### config.mk
export PLATFORM = sky130hd
export DESIGN_NAME = fixed_point_activation_pipe
export DESIGN_NICKNAME = d
export VERILOG_FILES = /design/src/rtl/fxp_act_pkg.sv /design/src/rtl/fxp_sigmoid_pwl_core.sv /design/src/rtl/fixed_point_activation_pipe.sv
export SDC_FILE = /design/constraint.sdc
export NUM_CORES = 1
export LEC_CHECK = 0
export CORE_ASPECT_RATIO = 0.5
export CORE_MARGIN = 3
export CORE_UTILIZATION = 30
export DETAILED_ROUTE_END_ITERATION = 8
export HOLD_SLACK_MARGIN = 0.15
export SYNTH_ARGS = -nofsm -noshare
export SYNTH_HDL_FRONTEND = slang
export SYNTH_SLANG_ARGS = --single-unit
### constraint.sdc
create_clock -name clk -period 1.95 [get_ports clk]
set_input_delay 0.2925 -clock clk [delete_from_list [all_inputs] [get_ports clk]]
set_output_delay 0.2925 -clock clk [all_outputs]
set_load 0.005 [all_outputs]
### src/rtl/fxp_act_pkg.sv
// -----------------------------------------------------------------------------
// fxp_act_pkg
// Shared definitions for the fixed-point activation pipeline:
//   - mode_e           : per-transaction activation selector (sigmoid / tanh)
//   - fx_* functions   : PWL breakpoints and offsets in LSB units, built from
//                        the number of fraction bits so the same code scales
//                        with the Q format.
// No ports; imported by fxp_sigmoid_pwl_core and fixed_point_activation_pipe.
// -----------------------------------------------------------------------------
package fxp_act_pkg;

  typedef enum logic {
    MODE_SIGMOID = 1'b0,
    MODE_TANH    = 1'b1
  } mode_e;

  localparam int DEFAULT_INTEGER  = 4;
  localparam int DEFAULT_FRACTION = 6;

  // 1.0
  function automatic int fx_one(input int frac);
    return 1 << frac;
  endfunction

  // 2.375 = 19/8; exact for frac >= 3
  function automatic int fx_bp_2p375(input int frac);
    return 19 << (frac - 3);
  endfunction

  // 5.0
  function automatic int fx_bp_5p0(input int frac);
    return 5 << frac;
  endfunction

  // 0.5
  function automatic int fx_off_0p5(input int frac);
    return 1 << (frac - 1);
  endfunction

  // 0.625 = 5/8
  function automatic int fx_off_0p625(input int frac);
    return 5 << (frac - 3);
  endfunction

  // 0.84375 = 27/32; this is the constant that needs frac >= 5
  function automatic int fx_off_0p84375(input int frac);
    return 27 << (frac - 5);
  endfunction

endpackage

### src/rtl/fxp_sigmoid_pwl_core.sv
// -----------------------------------------------------------------------------
// fxp_sigmoid_pwl_core
// Combinational piecewise-linear approximation of sigmoid for a non-negative
// argument. Selects the segment from the magnitude and adds the segment offset
// to a truncating right shift of the magnitude. The result lies in [0.5, 1.0].
//
// Ports:
//   a  in   DATA_WIDTH-1  unsigned magnitude, FRACTION fraction bits
//   s  out  DATA_WIDTH    unsigned sigmoid(a), FRACTION fraction bits
// -----------------------------------------------------------------------------
module fxp_sigmoid_pwl_core
  import fxp_act_pkg::*;
#(
  parameter int FRACTION   = DEFAULT_FRACTION,
  parameter int DATA_WIDTH = DEFAULT_INTEGER + DEFAULT_FRACTION
) (
  input  logic [DATA_WIDTH-2:0] a,
  output logic [DATA_WIDTH-1:0] s
);

  localparam int MAG_WIDTH = DATA_WIDTH - 1;

  localparam logic [MAG_WIDTH-1:0]  BP_1P0     = MAG_WIDTH'(fx_one(FRACTION));
  localparam logic [MAG_WIDTH-1:0]  BP_2P375   = MAG_WIDTH'(fx_bp_2p375(FRACTION));
  localparam logic [MAG_WIDTH-1:0]  BP_5P0     = MAG_WIDTH'(fx_bp_5p0(FRACTION));
  localparam logic [DATA_WIDTH-1:0] S_ONE      = DATA_WIDTH'(fx_one(FRACTION));
  localparam logic [DATA_WIDTH-1:0] OFF_0P5    = DATA_WIDTH'(fx_off_0p5(FRACTION));
  localparam logic [DATA_WIDTH-1:0] OFF_0P625  = DATA_WIDTH'(fx_off_0p625(FRACTION));
  localparam logic [DATA_WIDTH-1:0] OFF_0P8438 = DATA_WIDTH'(fx_off_0p84375(FRACTION));

  // The slopes 1/32, 1/8 and 1/4 are scale-free, so the shift amounts do not
  // depend on FRACTION. Shifting the unsigned magnitude floors the product.
  always_comb begin
    // NOTE: every output of a combinational block gets a default first so no
    // path through the if/else chain can leave it unassigned and infer a latch.
    s = OFF_0P5;
    if (a >= BP_5P0) begin
      s = S_ONE;
    end else if (a >= BP_2P375) begin
      s = DATA_WIDTH'(a >> 5) + OFF_0P8438;
    end else if (a >= BP_1P0) begin
      s = DATA_WIDTH'(a >> 3) + OFF_0P625;
    end else begin
      s = DATA_WIDTH'(a >> 2) + OFF_0P5;
    end
  end

endmodule

### src/rtl/fixed_point_activation_pipe.sv
// -----------------------------------------------------------------------------
// fixed_point_activation_pipe
// Three-stage valid/ready pipeline computing PWL sigmoid or PWL tanh on a
// signed Q(INTEGER.FRACTION) sample. Negative inputs are folded to a magnitude
// and restored through the odd/point symmetry of the functions:
//   sigmoid(-x) = 1 - sigmoid(x),  tanh(x) = 2*sigmoid(2x) - 1,  tanh(-x) = -tanh(x)
//
//   stage 1 : sign and saturated magnitude (doubled for tanh)
//   stage 2 : positive-sigmoid PWL (fxp_sigmoid_pwl_core)
//   stage 3 : symmetry / tanh post-processing, drives the outputs
//
// All stages advance together on adv = !out_valid || out_ready, so a stall
// freezes the whole pipe and in_ready follows out_ready combinationally.
//
// Ports:
//   clk        in   1           rising-edge clock
//   rst        in   1           synchronous active-high reset
//   in_valid   in   1           input sample valid
//   in_ready   out  1           sample accepted on this edge when valid
//   in_data    in   DATA_WIDTH  signed input x
//   in_mode    in   1           0 = sigmoid, 1 = tanh
//   in_tag     in   TAG_WIDTH   sideband, returned unchanged with the result
//   out_valid  out  1           result valid
//   out_ready  in   1           downstream accepts the result
//   out_data   out  DATA_WIDTH  signed result
//   out_tag    out  TAG_WIDTH   tag of the result
// -----------------------------------------------------------------------------
module fixed_point_activation_pipe
  import fxp_act_pkg::*;
#(
  parameter int INTEGER    = DEFAULT_INTEGER,
  parameter int FRACTION   = DEFAULT_FRACTION,
  parameter int DATA_WIDTH = INTEGER + FRACTION,
  parameter int TAG_WIDTH  = 4
) (
  input  logic                  clk,
  input  logic                  rst,
  input  logic                  in_valid,
  output logic                  in_ready,
  input  logic [DATA_WIDTH-1:0] in_data,
  input  logic                  in_mode,
  input  logic [TAG_WIDTH-1:0]  in_tag,
  output logic                  out_valid,
  input  logic                  out_ready,
  output logic [DATA_WIDTH-1:0] out_data,
  output logic [TAG_WIDTH-1:0]  out_tag
);

  localparam int MAG_WIDTH = DATA_WIDTH - 1;

  // Largest positive sample value, as an unsigned magnitude and zero-extended
  // to the width of the doubled magnitude for the saturation compare.
  localparam logic [MAG_WIDTH-1:0]  MAG_MAX     = '1;
  localparam logic [DATA_WIDTH+1:0] MAG_MAX_EXT = {3'b000, MAG_MAX};
  localparam logic [DATA_WIDTH-1:0] ONE         = DATA_WIDTH'(fx_one(FRACTION));

  // ---------------------------------------------------------------------------
  // Stage registers
  // ---------------------------------------------------------------------------
  logic                  s1_valid;
  logic                  s1_sign;
  mode_e                 s1_mode;
  logic [MAG_WIDTH-1:0]  s1_a;
  logic [TAG_WIDTH-1:0]  s1_tag;

  logic                  s2_valid;
  logic                  s2_sign;
  mode_e                 s2_mode;
  logic [DATA_WIDTH-1:0] s2_s;
  logic [TAG_WIDTH-1:0]  s2_tag;

  logic                  s3_valid;
  logic [DATA_WIDTH-1:0] s3_data;
  logic [TAG_WIDTH-1:0]  s3_tag;

  // ---------------------------------------------------------------------------
  // Flow control
  // ---------------------------------------------------------------------------
  logic adv;
  logic accept;

  assign adv      = !s3_valid || out_ready;
  assign in_ready = adv;
  assign accept   = in_valid && adv;

  // ---------------------------------------------------------------------------
  // Stage 1 logic: magnitude with saturation
  // ---------------------------------------------------------------------------
  mode_e                 in_mode_e;
  logic [DATA_WIDTH:0]   x_ext;
  logic [DATA_WIDTH:0]   abs_x;
  logic [DATA_WIDTH+1:0] scaled;
  logic [MAG_WIDTH-1:0]  a_next;

  assign in_mode_e = mode_e'(in_mode);

  always_comb begin
    // One extra bit so |most-negative| is representable before saturating.
    x_ext  = {in_data[DATA_WIDTH-1], in_data};
    abs_x  = in_data[DATA_WIDTH-1] ? (~x_ext + 1'b1) : x_ext;
    // tanh(x) is evaluated as 2*sigmoid(2x) - 1, hence the doubled argument.
    scaled = (in_mode_e == MODE_TANH) ? {abs_x, 1'b0} : {1'b0, abs_x};
    a_next = (scaled > MAG_MAX_EXT) ? MAG_MAX : scaled[MAG_WIDTH-1:0];
  end

  // ---------------------------------------------------------------------------
  // Stage 2 logic: PWL core
  // ---------------------------------------------------------------------------
  logic [DATA_WIDTH-1:0] s_pwl;

  fxp_sigmoid_pwl_core #(
    .FRACTION   (FRACTION),
    .DATA_WIDTH (DATA_WIDTH)
  ) u_pwl_core (
    .a (s1_a),
    .s (s_pwl)
  );

  // ---------------------------------------------------------------------------
  // Stage 3 logic: symmetry and tanh mapping. With s in [0.5, 1.0] every
  // intermediate stays within +/-1.0, so DATA_WIDTH arithmetic is exact.
  // ---------------------------------------------------------------------------
  logic [DATA_WIDTH-1:0] t_val;
  logic [DATA_WIDTH-1:0] y_next;

  always_comb begin
    t_val = {s2_s[DATA_WIDTH-2:0], 1'b0} - ONE;
    if (s2_mode == MODE_TANH) begin
      y_next = s2_sign ? (-t_val) : t_val;
    end else begin
      y_next = s2_sign ? (ONE - s2_s) : s2_s;
    end
  end

  // ---------------------------------------------------------------------------
  // Pipeline registers. Data fields load only when the stage feeding them
  // holds a valid sample, so out_data/out_tag keep the last result between
  // transfers and never change while a result is waiting.
  // ---------------------------------------------------------------------------
  always_ff @(posedge clk) begin
    // NOTE: datapath registers are reset along with the valids because the
    // outputs must read zero after reset; state updates use non-blocking
    // assignments so every stage samples its upstream value from before the
    // edge.
    if (rst) begin
      s1_valid <= 1'b0;
      s1_sign  <= 1'b0;
      s1_mode  <= MODE_SIGMOID;
      s1_a     <= '0;
      s1_tag   <= '0;
      s2_valid <= 1'b0;
      s2_sign  <= 1'b0;
      s2_mode  <= MODE_SIGMOID;
      s2_s     <= '0;
      s2_tag   <= '0;
      s3_valid <= 1'b0;
      s3_data  <= '0;
      s3_tag   <= '0;
    end else if (adv) begin
      s1_valid <= accept;
      if (accept) begin
        s1_sign <= in_data[DATA_WIDTH-1];
        s1_mode <= in_mode_e;
        s1_a    <= a_next;
        s1_tag  <= in_tag;
      end

      s2_valid <= s1_valid;
      if (s1_valid) begin
        s2_sign <= s1_sign;
        s2_mode <= s1_mode;
        s2_s    <= s_pwl;
        s2_tag  <= s1_tag;
      end

      s3_valid <= s2_valid;
      if (s2_valid) begin
        s3_data <= y_next;
        s3_tag  <= s2_tag;
      end
    end
  end

  assign out_valid = s3_valid;
  assign out_data  = s3_data;
  assign out_tag   = s3_tag;

endmodule

* After elaboration in Yosys (flattened, before gate mapping)
Cells that the tools add are included.
** Storage, ports and cells
- Flip-flop bits (word level) :: 48
** Cells by class
- $lt $le $gt $ge :: 4
- Reductions and logical operators :: 6
- Multiplexer cells :: 9
- $add $sub $neg :: 7
- Bitwise gates (word level) :: 1
** Operators with widths (number)
- 10-bit 2-to-1 mux :: 6
- 12-bit by 9-bit > comparator with 1-bit output, second input constant :: 1
- 12-bit 2-to-1 mux :: 1
- 11-bit by 1-bit adder with 11-bit output, second input constant :: 1
- 11-bit 2-to-1 mux :: 1
- 11-bit NOT :: 1
- 10-bit negator :: 1
- 10-bit by 7-bit subtractor with 10-bit output, second input constant :: 1
- 7-bit by 10-bit subtractor with 10-bit output, first input constant :: 1
- 9-bit by 7-bit greater-or-equal comparator with 1-bit output, second input constant :: 1
- 9-bit by 8-bit greater-or-equal comparator with 1-bit output, second input constant :: 1
- 9-bit greater-or-equal comparator, second input constant :: 1
- 9-bit 2-to-1 mux :: 1
- 7-bit by 6-bit adder with 8-bit output, second input constant :: 1
- 4-bit by 6-bit adder with 7-bit output, second input constant :: 1
- 6-bit by 6-bit adder with 7-bit output, second input constant :: 1
- 2-bit AND reduction :: 3
- 1-bit logical AND :: 1
- 1-bit zero test :: 1
- 1-bit logical OR :: 1

* Longest topological paths before layout
Gate-level depths: netlist (run 1).
- Depth after elaboration :: 6
- Depth in mapped cells :: 8

* By module
Synthesis (run 1) repeated with hierarchy kept, for this count alone.
** Unflattened totals
- Cells, all modules :: 368
- Area total of the unflattened synthesis :: 2889.0 um2
** By module, submodules not included
- fixed_point_activation_pipe :: times used 1, seq. area each 960.9 um2, cells an instance 321, area an instance 2524.9 um2
- fxp_sigmoid_pwl_core :: times used 1, seq. area each 0.0 um2, cells an instance 47, area an instance 364.1 um2

* Worst setup path after synthesis (run 1)
OpenSTA, ideal clock, no wires.
- Path type :: input port to flip-flop
- Start :: input port in_data[1]
- End :: register s1_a[0]
- Data arrival time :: 1.812 ns
- Required time :: 1.810 ns
- Setup time :: 0.140 ns
- Stages on the path :: 8
- Path slack :: -0.003 ns
- Path buffers :: 1
- Cells stage by stage :: inv_1 -> ha_1 -> or3b_2 -> buf_6 -> o21ai_2 -> xnor2_1 -> a211oi_4 -> a211oi_1
** On the way
- Cells in the longest elaborated chain, start to end :: 6
** RTL lines
- from (decl) :: RTL line fixed_point_activation_pipe.sv:40 : input logic [DATA_WIDTH-1:0] in_data,
- 11-bit NOT :: RTL line fixed_point_activation_pipe.sv:100 : abs_x = in_data[DATA_WIDTH-1] ? (~x_ext + 1'b1) : x_ext;
- 11-bit by 1-bit adder with 11-bit output :: RTL line fixed_point_activation_pipe.sv:100
- 11-bit 2-to-1 mux * :: RTL line fixed_point_activation_pipe.sv:100
- 12-bit 2-to-1 mux * :: RTL line fixed_point_activation_pipe.sv:102 : scaled = (in_mode_e == MODE_TANH) ? {abs_x, 1'b0} : {1'b0, abs_x};
- 12-bit by 9-bit > comparator with 1-bit output * :: RTL line fixed_point_activation_pipe.sv:103 : a_next = (scaled > MAG_MAX_EXT) ? MAG_MAX : scaled[MAG_WIDTH-1:0];
- 9-bit 2-to-1 mux * :: RTL line fixed_point_activation_pipe.sv:103
- to (signal assigned) :: RTL line fixed_point_activation_pipe.sv:164 : s1_a <= a_next;
- to (decl) :: RTL line fixed_point_activation_pipe.sv:63 : logic [MAG_WIDTH-1:0] s1_a;
Every way passes the cells marked *; elsewhere a longest branch is shown, timed or not.
A chain may end at the register's enable or synchronous reset.

* Worst setup path in the final report (run 1)
- Start :: input port in_data[4]
- End :: register s1_a[4]
** On the way
- Cells in the longest elaborated chain, start to end :: 6
** RTL lines (RTL line)
- 11-bit NOT :: fixed_point_activation_pipe.sv:100
- 11-bit by 1-bit adder with 11-bit output :: fixed_point_activation_pipe.sv:100
- 11-bit 2-to-1 mux * :: fixed_point_activation_pipe.sv:100
- 12-bit 2-to-1 mux * :: fixed_point_activation_pipe.sv:102
- 12-bit by 9-bit > comparator with 1-bit output :: fixed_point_activation_pipe.sv:103
- 9-bit 2-to-1 mux * :: fixed_point_activation_pipe.sv:103
Marked as above.

==> results.cfg, run 1 <==
[run_status]
status = finished clean

[sta]
drv_slew = 0
hold_ws_ns = 0.451
setup_viol = 0
tightest_slew_ns = 0.370
slew_headroom_pct = 75.3
fmax_ghz = 0.527
clock-skew-final_ns = 0.00392
finalHoldViolations = 0
setup_ws_ns = 0.0535
min_period_ns = 1.90
fin_crit_sh_pct = 97.3
rsz0062_at_grt = false

[grt]
grt_max_degree = 22
grtUsageTotal_pct = 12.2
antenna_found_initial = 0
first_global_vias = 2272
grt-ovfl-total = 0
grt_pass1_wl_mm = 10.4

[floorplanning]
dieWidth_um = 140
core_area_sq_um = 8370
die_area_sq_um = 10300
die_y_um = 73.1
io_pins = 35
rows = 23
start_util_pct = 32.3

[setup_path]
cp.arrival_ns = 2.06
path_cells = clkdlybuf4s50_1 -> or4_4 -> o21ai_4 -> xnor2_2 -> a211oi_4 -> buf_12 -> a211oi_1
slowest_delay_ns = 0.59
crit_path_start_kind = input port
cp.required_ns = 2.12
crit_type = input port to flip-flop
slowest_stage = or4_4
worstSetupEndpointType = flip-flop
cp_max_fo = 8

[drt]
wl_per_cell_um = 12.2
drtAntennaViolNets = 0
route.detailed.drc = 0
wirelength_mm = 6.19
vias = 2405
viasPerCell = 4.72
drtIter0Drc = 185
first_pass_iters = 4

[pwr]
ir_drop_uv = 281
pwr_density_cell_nw_per_um2 = 693
leakage_nw = 1.41

[layout]
fin_nets = 428
n_antenna_cell = 0
ff_latch_area_sq_um = 921
drive_gt1_share_pct = 18.9
multi_input_area_sq_um = 1680
syn_to_final_growth_pct = 35.3
num-fill-cells = 823

[clock_tree]
cts_tree = built
root_buffer = clkbuf_16
h-tree-depth = 2
clock_sinks = 46
clk_latency_ns = 0.28
cts_buffers = 5
clkTransAtPathRegs_ns = 0.06
cts_buffer_depth = 2

[placed_design]
gp_congestion = 0.791
pre_cts_ws_ns = -0.573
portBuffers = 34
hpwl_mm = 4.74

[logic_synthesis]
ys_async_sr_fraction_pct = 0
syn-cell-area_sq_um = 2710
synth_edf_count = 0
synth_cells = 331
synth.net_count = 363
synth.avg_cell_area_sq_um = 8.17
synth-seq-area-share_pct = 34.0
yosysUniqueCellTypes = 52
ys_warn_count = 0
synth_flop_cell = dfxtp_1
ys_ff_latch = 46

[hold_path]
min_path_type = flip-flop to flip-flop

[job]
drv_cap = 0
==> timing repair <==
action | 4_1_cts | 5_1_grt
hold buffers | 0 | 0
gates resized for setup | 8 | 9
pin swaps | 4 | 3
buffers inserted | 9 | 0
setup endpoints to repair | 9 | 14
==> routing by layer <==
metal / vias up / global-route usage [%] / wire [um]
met1: 1087 / 16.2 / 3170
li1: 1286 / - / -
met3: 2 / 1.96 / 135
met4: 0 / 3.97 / 38
met5: - / 0 / 0
met2: 30 / 20.8 / 2840
==> logic make-up after synthesis <==
kind of cell	share of synthesized area, %
compound gates	22.2
xor+xnor	5.50
fa+ha+maj	6.01
buf+inv	6.66
flops	34.0
mux	5.64
simple gates	19.9
==> flip-flops by register name, summed over array words and instances, names as in the netlist, 4 cells and up <==
| signal | count |
|---|---|
| out_data | 10 |
| s1_a | 9 |
| s2_s | 8 |
| out_tag | 4 |
| s1_tag | 4 |
| s2_tag | 4 |
==> path summary, 6_finish.rpt <==
check | startpoint | end | slack (ns) | depth (start not counted)
worst max-delay path | in_data[4] | s1_a[4] | 0.05 | 7
worst min-delay path | out_data[3] | out_data[3] | 0.45 | 2
worst max register to register | s1_a[7] | s2_s[5] | 0.11 | 7
worst min register to register | out_data[3] | out_data[3] | 0.45 | 2
==> critical path, delay by kind of cell <==
kind,cells,cell delay (ns)
simple gates,1,0.59
buf+inv,2,0.57
xor+xnor,1,0.10
compound gates,3,0.51
==> cell type report <==
type	count	area share [%]
Clock buffer	6	3.52
Clock inverter	2	1.03
Inverter	14	1.44
Multi-Input combinational cell	249	45.9
Sequential cell	46	25.2
Tap cell	112	3.83
Timing Repair Buffer	80	19.1
==> Yosys cell counts, types with 2 or more instances <==
cell           count  area, sq um
a211o_1            2         17.5
a211oi_1          10         75.1
a21oi_1           31          155
a221oi_1           2         17.5
a221oi_2           2         30.0
a22oi_1            2         15.0
a311oi_1           3         26.3
a31oi_1            6         37.5
and2_1             4         25.0
buf_4              3         22.5
buf_6              2         22.5
clkbuf_1          11         41.3
clkbuf_4           2         15.0
dfxtp_1           46          921
dlygate4sd1_1      2         17.5
ha_1              13          163
inv_1             14         52.6
mux2_2             2         22.5
mux2i_1           13          130
nand2_1           57          214
nand2b_1           4         25.0
nand3_1            3         15.0
nand4_1            2         12.5
nor2_1            23         86.3
nor2b_1            4         25.0
nor3_1             6         30.0
o21ai_0           15         75.1
o22ai_1            2         12.5
o31ai_1            3         22.5
or3_1              2         12.5
or3b_2             3         26.3
or4_1              2         15.0
xnor2_1           16          140
==> cells in the final DEF (no fill, tap or decap), types with 4 or more instances in the layout <==
master           Yosys  layout
nand2b_1             4       4
and2_1               4       4
clkbuf_16            0       5
a211oi_1            10      10
buf_4                3      45
inv_1               14      14
a31oi_1              6       6
mux2i_1             13      13
dfxtp_1             46      46
clkdlybuf4s50_1      0      30
nor2_1              23      23
nor2b_1              4       4
nor3_1               6       5
a21oi_1             31      30
xnor2_1             16      15
ha_1                13      12
o21ai_0             15      15
nand2_1             57      57
==> per-stage QoR <==
stage	util, %	power [W]	std cells	area, sq um	TNS, ns
2_1_floorplan	-	0.00137	331	2710	0
3_3_place_gp	39.8	0.00156	492	3340	-4.38
3_5_place_dp	39.8	0.00156	492	3340	-4.79
4_1_cts	43.1	0.00255	509	3610	0
5_1_grt	43.7	0.00266	509	3660	0
6_report	43.7	0.00254	509	3660	0
==> power by group <==
part	internal (W)	switching [W]
logic	0.000278	0.000271
clock network	0.000605	0.000354
registers	0.000986	0.0000402
total	0.00187	0.000665
(Power assumes the default switching activity.)
==> run 2, diff against run 1 <==
ABC_CLOCK_PERIOD_IN_PS = 1950   (was unset)
SYNTH_HIERARCHICAL = 1   (was unset)
==> results.cfg, run 2 <==
[pwr]
leakage_nw = 1.45
pwr_density_cell_nw_per_um2 = 706
ir_drop_uv = 308

[logic_synthesis]
ys_async_sr_fraction_pct = 0
synth-seq-area-share_pct = 33.3
synth_cells = 368
synth_edf_count = 0
netlist.top_cell.by_area = dfxtp_1
syn-cell-area_sq_um = 2890
yosysUniqueCellTypes = 58
ys_top_cells_by_count = nand2_1 (75), dfxtp_1 (48), a21oi_1 (43)
ys_ff_latch = 48
synth_flop_cell = dfxtp_1
yosysMostFrequentCell = nand2_1
ys_top_cells_by_area = dfxtp_1 (33%), nand2_1 (9.7%), a21oi_1 (7.4%)
yosysTopAreaCellShare_pct = 33.3
ys_warn_count = 6
synth.avg_cell_area_sq_um = 7.85

[clock_tree]
postCtsSetupRepairBufs = 0
cts_tree = built
clk_latency_ns = 0.30
root_buffer = clkbuf_16
clkTransAtPathRegs_ns = 0.07
cts_buffers = 5
clock_sinks = 48
hold_buffers = 0
h-tree-depth = 2
cts_buffer_depth = 2

[drt]
vias = 2627
first_pass_iters = 4
route.detailed.drc = 0
drtAntennaViolNets = 0
wl_per_cell_um = 12.4
viasPerCell = 4.77
wirelength_mm = 6.84
drtIter0Drc = 124

[setup_path]
crit_path_start_kind = input port
r2r_start = s1_a[7]
crit_type = input port to flip-flop
reg2reg_depth = 8
cp.required_ns = 2.11
cp.arrival_ns = 2.05
reg2reg_setup_slack_ns = 0.16
worstSetupEndpointType = flip-flop
slowest_stage = or4b_4
worstSetupStartpoint = in_data[4]
reg2reg_to = s2_s[5]
path_cells = clkdlybuf4s50_1 -> or4b_4 -> o21ai_4 -> xnor2_2 -> a21oi_4 -> a311oi_2
cp_max_fo = 8
slowest_delay_ns = 0.54

[floorplanning]
dieWidth_um = 145
io_pins = 35
rows = 24
die_y_um = 75.4
core_area_sq_um = 9040
start_util_pct = 32.0
die_area_sq_um = 10900

[sta]
finalSetupTns_ns = 0
drv_slew = 0
finalHoldViolations = 0
rsz0062_at_grt = false
fin_crit_sh_pct = 96.8
fmax_ghz = 0.530
setup_viol = 0
clock-skew-final_ns = 0.00419
min_period_ns = 1.89

[hold_path]
hold_depth = 2
holdCritStartpoint = out_data[3]
min_path_type = flip-flop to flip-flop
hold_end = out_data[3]

[layout]
n_antenna_cell = 0
syn_to_final_growth_pct = 31.8
final_core_util_pct = 42.1
num-fill-cells = 938
layout_common_cells = nand2_1 (75), dfxtp_1 (48), a21oi_1 (43)
fin_nets = 452
layout_commonest_cell = nand2_1
stdcell_count = 551
drive_gt1_share_pct = 15.7

[grt]
grt-ovfl-total = 0
grtUsageTotal_pct = 13.2
antenna_found_initial = 0
grt_pass1_wl_mm = 11.7
grt_max_degree = 46
first_global_vias = 2494

[placed_design]
post-place-cells = 544
gp_congestion = 0.828
hpwl_mm = 5.10
portBuffers = 34

[run_status]
status = finished clean

[job]
drv_cap = 0
[run 2: how the worst max path moves through the flow]
stage / cells after the start / slack [ns] / endpoint
floorplan: 6 / 0.20 / s1_a[7]
global placement: 9 / -0.37 / s1_a[7]
detailed placement: 9 / -0.44 / s1_a[0]
CTS: 7 / 0.05 / s1_a[1]
global route: 8 / 0.001 / s1_a[0]
finish: 6 / 0.06 / s1_a[1]
[run 2: kinds of logic after synthesis]
kind of cell | count (synthesis) | share of synthesized area [%]
AO/OA/AOI/OAI | 100 | 23.9
XOR/XNOR | 16 | 4.85
adder cells (fa/ha/maj) | 13 | 5.63
buffers and inverters | 43 | 6.80
flip-flops | 48 | 33.3
multiplexers | 13 | 4.59
other | 1 | 0.130
AND/OR/NAND/NOR | 134 | 20.9
[run 2: critical path, delay by kind of cell]
| family | cells | cell delay, ns |
|---|---|---|
| compound gates | 3 | 0.63 |
| xor+xnor | 1 | 0.11 |
| buf+inv | 1 | 0.47 |
| simple gates | 1 | 0.54 |
[run 2: per-layer routing]
layer / GRT usage, % / up-vias / wire length (um)
met2: 21.1 / 40 / 2920
met4: 4.55 / 0 / 92
met1: 17.8 / 1192 / 3570
li1: - / 1388 / -
met5: 0 / - / 0
met3: 3.07 / 7 / 259
[run 2: power by group]
group          switching, W  internal (W)
Combinational      0.000300      0.000282
Clock              0.000416      0.000610
Sequential        0.0000497       0.00103
[run 2: final cells by class]
type                    count  area, sq um  area share [%]
multi-input cells         279         1810            47.5
flip-flops and latches     48          961            25.2
repair buffers             68          636            16.7
well taps                 130          163            4.27
clock buffers               5          125            3.29
inverters                  18         67.6            1.77
clock inverters             3         46.3            1.22
[run 2: timing repair]
item,in CTS,in global routing
setup endpoints to repair,8,11
gates resized for setup,13,3
endpoints found under the hold margin,0,0
pin swaps,6,6
[run 2: through the flow]
stage	power (W)	hold WS, ns	area, sq um	worst slack [ns]
after global placement	0.00166	0.441	3570	-0.368
after floorplan	0.00145	0.428	2900	0.198
after CTS	0.00270	0.456	3800	0.0503
after global routing	0.00282	0.474	3810	0.00119
final	0.00269	0.451	3810	0.0625
after detailed placement	0.00166	0.447	3570	-0.440
